### config.mk
export PLATFORM = sky130hd
export DESIGN_NAME = cpu_bus_sequencer
export DESIGN_NICKNAME = d
export VERILOG_FILES = /design/src/rtl/cpu_bus_sequencer.sv
export SDC_FILE = /design/constraint.sdc
export NUM_CORES = 1
export LEC_CHECK = 0
export ABC_AREA = 1
export CORE_MARGIN = 2
export CORE_UTILIZATION = 38
export CTS_CLUSTER_DIAMETER = 150
export DETAILED_ROUTE_END_ITERATION = 10
export PLACE_DENSITY = 0.76
export SKIP_CTS_REPAIR_TIMING = 1
export SLEW_MARGIN = 20
export SYNTH_ARGS = -nofsm -noshare
export SYNTH_HDL_FRONTEND = slang
export SYNTH_SLANG_ARGS = --single-unit
### constraint.sdc
create_clock -name clk_i -period 1.65 [get_ports clk_i]
set_input_delay 0.165 -clock clk_i [delete_from_list [all_inputs] [get_ports clk_i]]
set_output_delay 0.165 -clock clk_i [all_outputs]
set_load 0.01 [all_outputs]
### src/rtl/cpu_bus_sequencer.sv
// M-cycle bus sequencer: owns T-cycle timing and drives the system bus for the SM83 core.
// Define CPU_BUS_WAIT_EN to honour bus_wait with wait-state stretching and a MAX_WAIT timeout.
module cpu_bus_sequencer #(
   parameter int unsigned ADDR_W   = 16,
   parameter int unsigned DATA_W   = 8,
   parameter int unsigned TCYC     = 4,
   parameter int unsigned MAX_WAIT = 15
) (
   input  logic              clk_i,
   input  logic              reset_ni,
   input  logic              req_valid_i,
   input  logic              req_write_i,
   input  logic [ADDR_W-1:0] req_addr_i,
   input  logic [DATA_W-1:0] req_wdata_i,
   output logic              req_ready_o,
   output logic [2:0]        t_cycle_o,
   output logic              clk_phi_o,
   output logic              m_end_o,
   output logic              rsp_valid_o,
   output logic [DATA_W-1:0] rsp_rdata_o,
   output logic              rsp_err_o,
   output logic [ADDR_W-1:0] bus_addr_o,
   output logic              bus_enable_o,
   output logic              bus_write_o,
   output logic [DATA_W-1:0] bus_wdata_o,
   input  logic [DATA_W-1:0] bus_rdata_i,
   input  logic              bus_wait_i
);

   localparam int unsigned   TW    = $clog2(TCYC);
   localparam logic [TW-1:0] TLast = TW'(TCYC - 1);
   localparam logic [TW-1:0] THalf = TW'(TCYC / 2);

   typedef enum logic [1:0] {StIdle, StAccess, StWait} state_e;

   state_e            state_q;
   logic [TW-1:0]     tcnt_q;
   logic [DATA_W-1:0] rdata_q;
   logic [ADDR_W-1:0] bus_addr_q;
   logic              bus_enable_q;
   logic              bus_write_q;
   logic [DATA_W-1:0] bus_wdata_q;

   logic busy, last, stall, timeout, done;

   assign busy = (state_q != StIdle);
   assign last = (tcnt_q == TLast);

`ifdef CPU_BUS_WAIT_EN
   localparam int unsigned WW = $clog2(MAX_WAIT + 1);
   logic [WW-1:0] wcnt_q;

   assign timeout = (state_q == StWait) && bus_wait_i && (wcnt_q == WW'(MAX_WAIT));
   assign stall   = busy && last && bus_wait_i && !timeout;

   // wcnt counts every stalled clk, including the first one seen in ACCESS
   always_ff @(posedge clk_i) begin
      if (!reset_ni) begin
         wcnt_q <= '0;
      end else if (stall) begin
         wcnt_q <= (state_q == StAccess) ? WW'(1) : wcnt_q + 1'b1;
      end else if (done || timeout) begin
         wcnt_q <= '0;
      end
   end
`else
   localparam int unsigned unused_max_wait = MAX_WAIT;
   logic unused_wait;
   assign unused_wait = bus_wait_i;
   assign timeout     = 1'b0;
   assign stall       = 1'b0;
`endif

   assign done = busy && last && !stall && !timeout;

   assign req_ready_o  = req_valid_i && (tcnt_q == '0) && !stall;
   assign t_cycle_o    = 3'(tcnt_q);
   assign clk_phi_o    = (tcnt_q < THalf);
   assign m_end_o      = last && !stall;
   assign rsp_valid_o  = done && !bus_write_q;
   assign rsp_err_o    = timeout;
   // Completing read forwards the bus data in the same clk as rsp_valid
   assign rsp_rdata_o  = rsp_valid_o ? bus_rdata_i : rdata_q;
   assign bus_addr_o   = bus_addr_q;
   assign bus_enable_o = bus_enable_q;
   assign bus_write_o  = bus_write_q;
   assign bus_wdata_o  = bus_wdata_q;

   always_ff @(posedge clk_i) begin
      if (!reset_ni) begin
         state_q      <= StIdle;
         tcnt_q       <= '0;
         rdata_q      <= '0;
         bus_addr_q   <= '0;
         bus_enable_q <= 1'b0;
         bus_write_q  <= 1'b0;
         bus_wdata_q  <= '0;
      end else begin
         if (!stall) begin
            tcnt_q <= last ? '0 : tcnt_q + 1'b1;
         end
         case (state_q)
            StIdle: begin
               if (req_ready_o) begin
                  state_q      <= StAccess;
                  bus_addr_q   <= req_addr_i;
                  bus_enable_q <= 1'b1;
                  bus_write_q  <= req_write_i;
                  bus_wdata_q  <= req_write_i ? req_wdata_i : '0;
               end
            end
            StAccess, StWait: begin
               if (done || timeout) begin
                  state_q      <= StIdle;
                  bus_addr_q   <= '0;
                  bus_enable_q <= 1'b0;
                  bus_write_q  <= 1'b0;
                  bus_wdata_q  <= '0;
                  if (done && !bus_write_q) begin
                     rdata_q <= bus_rdata_i;
                  end
               end else if (stall) begin
                  state_q <= StWait;
               end
            end
            default: state_q <= StIdle;
         endcase
      end
   end

endmodule

==> results.yml <==
synth:
  netlist_area_sq_mm: 0.00143
  yosys-top-cells-area: "dfxtp_1 51%, nand2_1 13%, a21oi_1 11%"
  yosysTopAreaCell: "dfxtp_1"
  yosys_register_bits: 36
  ys_types: 23
  avgSynthCellArea_sq_um: 8.01
  ys_warn_count: 0
  yosysSeqAreaShare_pct: 50.6
  synthDominantCellAreaShare_pct: 50.6
  synth_cells: 178
setup_path:
  crit_required_ps: 1480
  ff2ff_path_depth: 9
  worst-setup-path-type: "reg -> out"
  critPathLaunchType: "flip-flop"
  arrival_ps: 1460
  path_max_fanout: 4
  endpoint_kind: "primary output"
flow_run:
  drv_cap: 0
power_and_ir_drop:
  ir_drop_mv: 0.694
  power_density_mw_per_mm2: 863
  leakagePower_nw: 1.08
floorplanning:
  die_area_sq_mm: 0.00426
  rows: 22
  core_sq_mm: 0.00363
  start_util_pct: 39.2
  die_height_microns: 65.2
  chipWidth_microns: 65.2
  io_pins: 79
grt:
  antenna_found_initial: 0
  grt_pass1_wl_microns: 6040
  gr-total-overflow: 0
  grt_util_all_layers_pct: 17.8
  grt_pass1_vias: 1417
  grt_max_degree: 27
clock_tree:
  cts_tree: "yes"
  cts_max_level: 2
  clkTransAtPathRegs_ps: 70
  root_buffer: "clkbuf_8"
  cts_num_sinks: 36
  cts_buffers: 5
  clock_latency_ps: 280
  clockBufferDepth: 2
placement:
  dp.cells: 306
  portBuffers: 75
  dpl_cell_area_sq_mm: 0.00229
  dp_hpwl_microns: 2680
  gp_congestion: 0.789
finish:
  syn_to_final_growth_pct: 70.5
  layout-drive-gt1-share_pct: 14.9
  nNetsFinal: 307
  finalNonFillerCells: 317
  multi_input_area_sq_um: 642
  post-route-util_pct: 66.9
  fill_cells: 341
  final-seq-area_sq_um: 724
  insertedDiodeCount: 0
  design_area_sq_mm: 0.00243
timing:
  period_minus_slack_ps: 1630
  rsz0062_at_grt: "yes"
  fmax_ghz: 0.614
  slew_viol_final: 0
  finalSetupViolations: 0
  skew_ps: 3.48
  hold_violations: 0
  fin_crit_sh_pct: 98.7
worst_hold_path:
  worstHoldPathType: "in -> reg"
  hold_depth: 3
routing:
  drc: 0
  wire_per_inst_microns: 12.0
  first_pass_iters: 4
  vias_per_cell: 4.83
  num_vias: 1532
  routed_wl_microns: 3820
  drt-initial-drc-count: 30
  ant_nets: 0
outcome:
  status: "completed"
## power by group
group          switching (mW)  internal, mW
registers              0.0365         0.927
logic                   0.218         0.283
clock network           0.300         0.333
total                   0.555          1.54
## cell type report
cell class,count,area share (%)
repair buffers,91,36.3
multi-input cells,127,26.4
well taps,48,2.47
clock inverters,2,0.412
flip-flops and latches,36,29.8
inverters,7,1.18
clock buffers,6,3.40
## flip-flops by register name, summed over array words and instances (netlist names)
signal and cells:
tcnt_q 2, bus_enable_o 1, bus_addr_o 16, bus_write_o 1, rdata_q 8, bus_wdata_o 8
## final timing paths
| kind | startpoint | end | slack (ps) |
|---|---|---|---|
| setup / recovery | tcnt_q[0] | rsp_rdata_o[4] | 20 |
| hold / removal | req_addr_i[5] | bus_addr_o[5] | 430 |
| setup reg to reg | tcnt_q[1] | bus_addr_o[2] | 170 |
| hold reg to reg | rdata_q[5] | rdata_q[5] | 470 |
## cells in the mapped netlist
library cell and instances:
a21oi_1 32, and2_1 1, buf_2 3, buf_4 2, buf_6 2, clkbuf_1 3, clkinv_1 1, conb_1 1
dfxtp_1 36, ha_1 2, inv_1 4, inv_2 2, nand2_1 49, nand2_4 1, nand3_1 29, nand3_2 1
nand3b_1 1, nor2_1 3, nor2_2 1, nor2_4 1, nor2_8 1, nor3_1 1, nor3b_1 1
## logic make-up after synthesis
| group | after synthesis | synth area share (%) |
|---|---|---|
| and+or+nand+nor | 90 | 29.9 |
| buffers and inverters | 17 | 6.32 |
| AOI/OAI and AO/OA | 32 | 11.2 |
| other | 1 | 0.263 |
| DFF | 36 | 50.6 |
| adders and majority gates | 2 | 1.76 |
## metrics by stage
step                      setup TNS [ps]  power (mW)  hold WS [ps]  worst slack, ps
after floorplan                        0        1.19           285              233
after global placement              -115        1.47           457            -23.4
after global routing               -73.8        2.20           443            -73.8
after CTS                          -3170        2.11           424             -345
final                                  0        2.10           430             21.1
after detailed placement            -193        1.48           460            -28.6
## per-layer routing
metal	share of wire (%)	wire length (microns)	up-vias	global-route usage, %
met5	0	0	-	0
met4	0.89	34	0	4.17
met3	10	393	5	7.88
met2	46	1740	59	29.1
met1	43	1650	699	21.6
li1	-	-	769	-
## critical path, cell delays in order, from the launching register on
cell and delay, ps:
dfxtp_2 360, ha_4 150, nand2_4 90, nor2_8 140
buf_6 120, buf_4 90, nand2_1 50, nand2_1 60
buf_2 120
## cell usage in the layout (no fill, tap or decap), types with 2 or more instances in the layout
cell,instances
a21oi_1,32
dlymetal6s2s_1,6
buf_4,14
conb_1,2
clkbuf_8,6
inv_1,4
dfxtp_1,33
nand2_1,49
nor2_1,3
clkbuf_2,3
clkinv_2,2
nor2_4,2
nand3_1,29
clkdlybuf4s50_1,65
dfxtp_2,3
Power figures use the tool's default switching activity.
